==> config.mk <==
export PLATFORM = sky130hd
export DESIGN_NAME = cycle_sequencer
export DESIGN_NICKNAME = d
export VERILOG_FILES = /design/src/rtl/ctrl_pkg.sv /design/src/rtl/onehot_ring.sv /design/src/rtl/cycle_sequencer.sv
export SDC_FILE = /design/constraint.sdc
export NUM_CORES = 1
export LEC_CHECK = 0
export ABC_AREA = 0
export CAP_MARGIN = 20
export CORE_ASPECT_RATIO = 0.8
export CORE_MARGIN = 3
export CORE_UTILIZATION = 35
export CTS_CLUSTER_DIAMETER = 40
export DETAILED_ROUTE_END_ITERATION = 8
export PLACE_DENSITY = 0.71
export SLEW_MARGIN = 25
export SYNTH_ARGS = -nofsm -noshare
export SYNTH_HDL_FRONTEND = slang
export SYNTH_HIERARCHICAL = 1
export SYNTH_SLANG_ARGS = --single-unit
export TNS_END_PERCENT = 20
==> constraint.sdc <==
create_clock -name i_Clk -period 3.3 [get_ports i_Clk]
set_input_delay 0.495 -clock i_Clk [delete_from_list [all_inputs] [get_ports i_Clk]]
set_output_delay 0.495 -clock i_Clk [all_outputs]
set_load 0.05 [all_outputs]
==> src/rtl/ctrl_pkg.sv <==
// ---------------------------------------------------------------------------
// ctrl_pkg
// Shared ControlUnit definitions used by the cycle sequencer and the
// instruction-group decoders that consume its timing buses.
//   - DEFAULT_N_STEPS / DEFAULT_N_MCYCLES : default widths of the step and
//     M-cycle one-hot buses
//   - STEP_T1..STEP_T4 : one-hot T-step encodings for the default 4-step bus
//   - MCYCLE_FIRST     : one-hot code of the first M-cycle of an instruction
//   - seq_state_t      : sequencer state encoding
// ---------------------------------------------------------------------------
package ctrl_pkg;

   localparam int DEFAULT_N_STEPS   = 4;
   localparam int DEFAULT_N_MCYCLES = 8;

   localparam logic [3:0] STEP_T1 = 4'b0001;
   localparam logic [3:0] STEP_T2 = 4'b0010;
   localparam logic [3:0] STEP_T3 = 4'b0100;
   localparam logic [3:0] STEP_T4 = 4'b1000;

   localparam logic [7:0] MCYCLE_FIRST = 8'b0000_0001;

   // SEQ_WAKE is the first M-cycle after leaving HALT; it behaves like
   // SEQ_RUN except that the opcode fetch is forced at the end of it.
   typedef enum logic [1:0] {
      SEQ_RUN    = 2'd0,
      SEQ_HALTED = 2'd1,
      SEQ_WAKE   = 2'd2
   } seq_state_t;

endpackage

==> src/rtl/onehot_ring.sv <==
// ---------------------------------------------------------------------------
// onehot_ring
// One-hot rotate register used for both the T-step bus and the M-cycle bus.
// Priority per clock: hold > load_first > advance.
// Ports:
//   clk        : clock
//   rst_n      : asynchronous active-low reset, value returns to bit 0
//   hold       : freeze the register for this clock
//   load_first : synchronously load the one-hot code of bit 0
//   advance    : rotate left by one position (top bit wraps to bit 0)
//   value      : current one-hot value
//   wrap       : combinational flag, this clock's advance leaves the top bit
// ---------------------------------------------------------------------------
module onehot_ring
   import ctrl_pkg::*;
#(
   parameter int WIDTH = DEFAULT_N_STEPS
) (
   input  logic             clk,
   input  logic             rst_n,
   input  logic             hold,
   input  logic             load_first,
   input  logic             advance,
   output logic [WIDTH-1:0] value,
   output logic             wrap
);

   localparam logic [WIDTH-1:0] FIRST = {{(WIDTH-1){1'b0}}, 1'b1};

   // The ring always holds exactly one set bit; rotating (rather than
   // shifting) keeps it one-hot even when the owner lets it run off the top.
   always_ff @(posedge clk or negedge rst_n) begin
      if (!rst_n) begin
         value <= FIRST;
      end else if (hold) begin
         value <= value;
      end else if (load_first) begin
         value <= FIRST;
      end else if (advance) begin
         value <= {value[WIDTH-2:0], value[WIDTH-1]};
      end
   end

   // Wrap is only reported for a real rotation out of the top bit, so an
   // explicit reload or a frozen cycle never looks like an overflow.
   assign wrap = advance & ~hold & ~load_first & value[WIDTH-1];

endmodule

==> src/rtl/cycle_sequencer.sv <==
// ---------------------------------------------------------------------------
// cycle_sequencer
// Timing generator for the instruction-group decoders. Produces the one-hot
// T-step and M-cycle buses, ends instructions on the decoders' fetch request,
// loads IR, and handles entry to and exit from HALT.
//
// Optional feature macro: CYCLE_SEQ_HALT_BUG_EN
//   Defined   : HALT with IME=0 and an interrupt already pending skips HALTED
//               and raises o_PC_Inc_Inhibit for the whole wake M-cycle
//               (DMG halt bug, the byte after HALT is read twice).
//   Undefined : the same path goes to wake, o_PC_Inc_Inhibit stays 0.
//
// Ports:
//   i_Clk            : system clock
//   i_Reset_n        : asynchronous active-low reset
//   i_IR_Fetch       : OR of decoder fetch requests, current M-cycle is last
//   i_Halt           : OR of decoder halt requests, valid in the last T-step
//   i_Wait           : bus wait, freezes sequencing (ignored while HALTED)
//   i_Int_Pending    : (IE & IF) != 0
//   i_IME            : interrupt master enable
//   o_Cycle_Step     : one-hot T-step (all zero while HALTED)
//   o_Cycle_Count    : one-hot M-cycle index
//   o_IR_Load        : one-clock pulse, latch the data bus into IR
//   o_Force_Fetch    : high for the whole first M-cycle after a HALT exit
//   o_Halted         : sequencer is in HALTED
//   o_PC_Inc_Inhibit : halt-bug indication
//   o_Seq_Error      : sticky M-cycle overflow flag
// ---------------------------------------------------------------------------
module cycle_sequencer
   import ctrl_pkg::*;
#(
   parameter int N_STEPS   = DEFAULT_N_STEPS,
   parameter int N_MCYCLES = DEFAULT_N_MCYCLES
) (
   input  logic                 i_Clk,
   input  logic                 i_Reset_n,
   input  logic                 i_IR_Fetch,
   input  logic                 i_Halt,
   input  logic                 i_Wait,
   input  logic                 i_Int_Pending,
   input  logic                 i_IME,
   output logic [N_STEPS-1:0]   o_Cycle_Step,
   output logic [N_MCYCLES-1:0] o_Cycle_Count,
   output logic                 o_IR_Load,
   output logic                 o_Force_Fetch,
   output logic                 o_Halted,
   output logic                 o_PC_Inc_Inhibit,
   output logic                 o_Seq_Error
);

   seq_state_t state, state_next;

   logic [N_STEPS-1:0]   step_q;
   logic [N_MCYCLES-1:0] count_q;

   logic wake_armed, wake_armed_next;
   logic inhibit, inhibit_next;
   logic seq_error;

   logic ring_hold;
   logic step_adv, step_load, step_wrap;
   logic count_adv, count_load, count_wrap;
   logic fetch_now;
   logic ir_load;
   logic halt_bug;

   // Wait freezes both rings together; HALTED ignores wait so an interrupt
   // can always pull the sequencer out of HALT.
   assign ring_hold = i_Wait & (state != SEQ_HALTED);

   // The wake M-cycle always ends with an opcode fetch so the HALT opcode
   // still sitting in IR is never executed a second time.
   assign fetch_now = i_IR_Fetch | (state == SEQ_WAKE);

`ifdef CYCLE_SEQ_HALT_BUG_EN
   assign halt_bug = ~i_IME;
`else
   logic unused_ime;
   assign unused_ime = i_IME;
   assign halt_bug   = 1'b0;
`endif

   onehot_ring #(.WIDTH(N_STEPS)) u_step_ring (
      .clk        (i_Clk),
      .rst_n      (i_Reset_n),
      .hold       (ring_hold),
      .load_first (step_load),
      .advance    (step_adv),
      .value      (step_q),
      .wrap       (step_wrap)
   );

   onehot_ring #(.WIDTH(N_MCYCLES)) u_count_ring (
      .clk        (i_Clk),
      .rst_n      (i_Reset_n),
      .hold       (ring_hold),
      .load_first (count_load),
      .advance    (count_adv),
      .value      (count_q),
      .wrap       (count_wrap)
   );

   // Next-state and ring control. The step ring rotates every running clock;
   // its wrap flag marks the last T-step of an M-cycle, which is the only
   // point where fetch, halt or the M-cycle advance take effect. Using the
   // wrap flag (which already includes hold) keeps IR_Load off during wait.
   always_comb begin
      state_next      = state;
      wake_armed_next = 1'b0;
      inhibit_next    = inhibit;
      step_adv        = 1'b0;
      step_load       = 1'b0;
      count_adv       = 1'b0;
      count_load      = 1'b0;
      ir_load         = 1'b0;

      case (state)
         SEQ_RUN, SEQ_WAKE: begin
            step_adv = 1'b1;
            if (step_wrap) begin
               if (fetch_now) begin
                  // Fetch wins over a simultaneous halt request.
                  ir_load      = 1'b1;
                  count_load   = 1'b1;
                  state_next   = SEQ_RUN;
                  inhibit_next = 1'b0;
               end else if (i_Halt) begin
                  count_load = 1'b1;
                  if (!i_Int_Pending) begin
                     state_next   = SEQ_HALTED;
                     inhibit_next = 1'b0;
                  end else begin
                     state_next   = SEQ_WAKE;
                     inhibit_next = halt_bug;
                  end
               end else begin
                  count_adv = 1'b1;
               end
            end
         end

         SEQ_HALTED: begin
            // Rings are parked at their first position so the wake M-cycle
            // starts cleanly. The interrupt is registered for one clock
            // before leaving, giving the two-edge wake latency.
            step_load       = 1'b1;
            count_load      = 1'b1;
            inhibit_next    = 1'b0;
            wake_armed_next = i_Int_Pending;
            if (wake_armed) begin
               state_next = SEQ_WAKE;
            end
         end

         default: begin
            state_next   = SEQ_RUN;
            step_load    = 1'b1;
            count_load   = 1'b1;
            inhibit_next = 1'b0;
         end
      endcase
   end

   // State register plus the wake arm, halt-bug and overflow flags. The
   // overflow flag is sticky: only reset clears it.
   always_ff @(posedge i_Clk or negedge i_Reset_n) begin
      if (!i_Reset_n) begin
         state      <= SEQ_RUN;
         wake_armed <= 1'b0;
         inhibit    <= 1'b0;
         seq_error  <= 1'b0;
      end else begin
         state      <= state_next;
         wake_armed <= wake_armed_next;
         inhibit    <= inhibit_next;
         seq_error  <= seq_error | count_wrap;
      end
   end

   // Step bus is gated to zero while halted so every decoder goes idle.
   // Without the halt-bug build the inhibit register never sets and folds
   // away to a constant 0.
   assign o_Cycle_Step     = (state == SEQ_HALTED) ? '0 : step_q;
   assign o_Cycle_Count    = count_q;
   assign o_IR_Load        = ir_load;
   assign o_Force_Fetch    = (state == SEQ_WAKE);
   assign o_Halted         = (state == SEQ_HALTED);
   assign o_PC_Inc_Inhibit = inhibit;
   assign o_Seq_Error      = seq_error;

endmodule

# Word level (Yosys, flattened, before mapping)
# Cells that the tools add are included.
# Widths: inputs -> output; s select.
totals:
  register_bits: 17
  input_bits: 7
  elab_cells: 59
classes:
  eq_ne: 7
  mux: 28
  n_bitwise: 11
  reduce_logical: 7
op_table:
  columns: ["operator", "n"]
  rows:
  - ["$mux 1", 17]
  - ["$mux 8", 2]
  - ["$mux 4", 3]
  - ["$mux 2", 5]
  - ["$and 1x1->1", 7]
  - ["$ne 2x1->1 const B", 3]
  - ["$reduce_and 2->1", 3]
  - ["$pmux 2 s2", 1]
  - ["$ne 3x3->1 const B", 1]
  - ["$reduce_and 3->1", 1]
  - ["$eq 2x1->1 const B", 1]
  - ["$eq 2x2->1 const B", 1]
  - ["$logic_not 2->1", 1]
  - ["$ne 2x2->1 const B", 1]
  - ["$not 1->1", 2]
  - ["$or 1x1->1", 2]
  - ["$reduce_bool 2->1", 1]
  - ["$reduce_or 2->1", 1]

# Depth between registers and ports, before layout
logic_depth:
  word_depth: 12
  depth_mapped: 8

# Cells and area by module
# The synthesis kept the hierarchy.
by_module_without_submodules:
  columns: ["module", "instances", "cells_per_inst", "area_each_um2", "seq_area_each_um2"]
  rows:
  - ["onehot_ring at u_count_ring", 1, 45, 498.0, 201.4]
  - ["cycle_sequencer", 1, 32, 275.3, 100.1]
  - ["onehot_ring at u_step_ring", 1, 19, 222.7, 101.3]

# Worst setup path before layout
# OpenSTA, ideal clock, no wires.
synth_timing:
  path_type: "flip-flop to output port"
  start: "register state[1]"
  end: "output o_IR_Load"
  arrival_time_ps: 2000
  path_slack_ps: 805
  path_stages_with_launch: 6
  n_path_buf: 0
  path_cell_list: "dfrtp_1 > nand2b_1 > and2_1 > and4bb_2 > nand2b_1 > nor2_1"
synth_between:
  elab_chain_cells: 8
  elab_cells_between_ends: 14
  classes_between: "eq/ne (2); mux (4); bitwise (6); reduce/logical (2)"
synth_rtl:
  columns: ["item", "line", "source"]
  rows:
  - ["start: declaration", "cycle_sequencer.sv:51", "seq_state_t state, state_next;"]
  - ["start signal: assignment", "cycle_sequencer.sv:173", "state <= state_next;"]
  - ["$ne 2x1->1", "cycle_sequencer.sv:69", "assign ring_hold = i_Wait & (state != SEQ_HALTED);"]
  - ["$and 1x1->1", "cycle_sequencer.sv:69", null]
  - ["net ring_hold", "cycle_sequencer.sv:60", "logic ring_hold;"]
  - ["$not 1->1 (no line)", null, null]
  - ["$and 1x1->1 (3 in a row)", "onehot_ring.sv:46", "assign wrap = advance & ~hold & ~load_first & value[WIDTH-1];"]
  - ["net step_wrap", "cycle_sequencer.sv:61", "logic step_adv, step_load, step_wrap;"]
  - ["$mux 1", "cycle_sequencer.sv:120", "if (step_wrap) begin"]
  - ["$mux 1", "cycle_sequencer.sv:117", "case (state)"]
  - ["end: declaration", "cycle_sequencer.sv:44", "output logic o_IR_Load,"]
# The timed path passes the listed nets, and every way through them passes these cells.

# Final worst setup path
layout_timing:
  start: "register state[0]"
  end: "output o_IR_Load"
# Same word-level chain as after synthesis.

==> results.json <==
{
  "outcome": "completed",
  "viasPerCell": 5.01,
  "place_ws_ns": 0.760,
  "ff2ff_setup_slack_ns": 0.75,
  "totalWireLength_um": 1900,
  "worstSetupEndpointType": "primary output",
  "core-area_mm2": 0.00258,
  "fin_cells": 152,
  "cts_made_buffers": 3,
  "dieHeight_um": 53.7,
  "tightest_slew_ns": 0.742,
  "worst_slack_ns": 0.673,
  "place.gp.congestion": 0.693,
  "hold_viol": 0,
  "clk_latency_ns": 0.28,
  "utilization": 0.482,
  "critPathArrivalTime_ns": 2.13,
  "synth_area_um2": 996,
  "setup_violations": 0,
  "hold_end": "state[0]$_DFFE_PN0P_",
  "skew_ns": 0.000300,
  "yosysWarnings": 6,
  "synthCells": 96,
  "hold_path_startpoint": "wake_armed$_DFF_PN0_",
  "initial_core_util": 0.386,
  "startpoint_type": "register",
  "dpl.hpwl_um": 1330,
  "die_x_um": 65.6,
  "reg2reg_from": "state[0]$_DFFE_PN0P_",
  "clkTransAtPathRegs_ns": 0.09,
  "cts_root_buf": "clkbuf_4",
  "detail_route.wl_per_cell_um": 12.5,
  "cts_resized": 0,
  "postRouteAntennaNets": 0,
  "cts_tree": "built",
  "cap_violations": 0,
  "fin_crit_sh": 0.796,
  "synth-async-reset-ratio": 1.00,
  "clock_sinks": 16,
  "cp_data_required_time_ns": 2.80,
  "first_global_vias": 701,
  "layout-drive-gt1-share": 0.198,
  "grt_pass1_wl_um": 3320,
  "reg2reg_to": "u_count_ring/value[4]$_DFFE_PN0P_",
  "fin_crit_ns": 2.63,
  "syn_to_final_growth_pct": 24.9,
  "fin_setup_tns_ns": 0,
  "synth_nets": 103,
  "firstDrtPassIters": 4,
  "grt_max_degree": 26,
  "max_freq_mhz": 381,
  "port_buffers": 21,
  "dpl.cell_count": 148,
  "antenna_found_initial": 0,
  "dr_total_vias": 762,
  "dieArea_mm2": 0.00353,
  "hold_depth": 1,
  "ys_ff_latch": 16,
  "cp_max_fo": 17,
  "ys_types": 36,
  "row_count": 16,
  "overflow": 0,
  "first_iter_violations": 27,
  "nFillCells": 245,
  "cts_max_level": 1,
  "synth_edf_count": 0,
  "ios": 24,
  "rsz0062_at_grt": "false",
  "holdBufCountCts": 0,
  "slew_viol_final": 0,
  "grtUsageTotal": 0.123,
  "drc": 0,
  "num_antenna_cells": 0,
  "final_common_cell": "clkdlybuf4s50_1",
  "final_cell_mix": "clkdlybuf4s50_1, dfrtp_1, inv_1",
  "synth_area_per_cell_um2": 10.4,
  "nets": 124,
  "ys_seq_area_frac": 0.405,
  "cts_max_path_buffers": 2,
  "hp-class": "reg -> reg",
  "slew_headroom": 0.504,
  "worstSetupPathType": "reg -> out",
  "reg2reg_depth": 6,
  "synth_flop_cell": "dfrtp_1",
  "post-cts-setup-buffers": 0
}
==> synth_stat cells (2+ instances only) <==
cell,n,area (um^2)
and2_1,5,31.3
buf_6,3,33.8
nor3b_1,2,15.0
nor4bb_1,4,40.0
nand2b_1,2,12.5
nor2_1,4,15.0
dfstp_2,2,52.6
nand3b_1,6,45.0
a21o_1,3,22.5
nor3_1,3,15.0
inv_1,10,37.5
nor2b_1,2,12.5
nor4b_1,2,17.5
o221ai_2,5,75.1
o21bai_1,2,15.0
dfrtp_1,14,350
buf_2,2,10.0
nand2_1,7,26.3
==> flip-flops by register name (all words and copies together), names as in the netlist <==
| signal | flops |
|---|---|
| u_step_ring/value | 4 |
| u_count_ring/value | 8 |
| o_Seq_Error | 1 |
| wake_armed | 1 |
| state | 2 |
==> critical path, cell delays in order (launching register included) <==
cell,delay (ns)
dfrtp_1,0.63
nand2b_1,0.26
and2_1,0.24
and4bb_2,0.34
nand2b_1,0.08
nor2_1,0.10
buf_4,0.20
==> layout make-up <==
| type | instances | area (um^2) | share of cell area |
|---|---|---|---|
| Multi-Input combinational cell | 63 | 499 | 0.401 |
| Sequential cell | 16 | 403 | 0.324 |
| Timing Repair Buffer | 23 | 223 | 0.179 |
| Tap cell | 36 | 45.0 | 0.0362 |
| Inverter | 10 | 37.5 | 0.0302 |
| Clock buffer | 4 | 36.3 | 0.0292 |
==> layer usage <==
metal  share of wire  global-route usage  wire [um]  up-vias
met4          0.0053              0.0207         10        0
li1                -                   -          -      381
met2            0.45               0.178        860       12
met3           0.043              0.0438         81        2
met5               0                   0          0        -
met1            0.50               0.178        951      367
==> worst max-delay path by stage <==
| stage | from | to | cells after the start |
|---|---|---|---|
| floorplan | state[1]$_DFFE_PN0P_ | o_IR_Load | 5 |
| global placement | state[0]$_DFFE_PN0P_ | u_count_ring/value[4]$_DFFE_PN0P_ | 6 |
| detailed placement | state[0]$_DFFE_PN0P_ | u_count_ring/value[4]$_DFFE_PN0P_ | 6 |
| CTS | state[0]$_DFFE_PN0P_ | o_IR_Load | 6 |
| global route | state[0]$_DFFE_PN0P_ | o_IR_Load | 6 |
| finish | state[0]$_DFFE_PN0P_ | o_IR_Load | 6 |
==> kinds of logic after synthesis <==
logic type	after synthesis	synth area share
buffers and inverters	17	0.0942
AOI/OAI and AO/OA	15	0.168
DFF	16	0.405
and+or+nand+nor	47	0.329
other	1	0.00377
==> per-stage QoR <==
stage	instance area (um^2)	hold WS (ns)
global placement	1210	0.451
finish	1240	0.469
detailed placement	1210	0.456
global route	1240	0.506
CTS	1240	0.474
floorplan	996	0.199
Power is left out: the tool's default activity adds up to more than one toggle a clock period on the data nets, which glitch-free logic cannot reach.
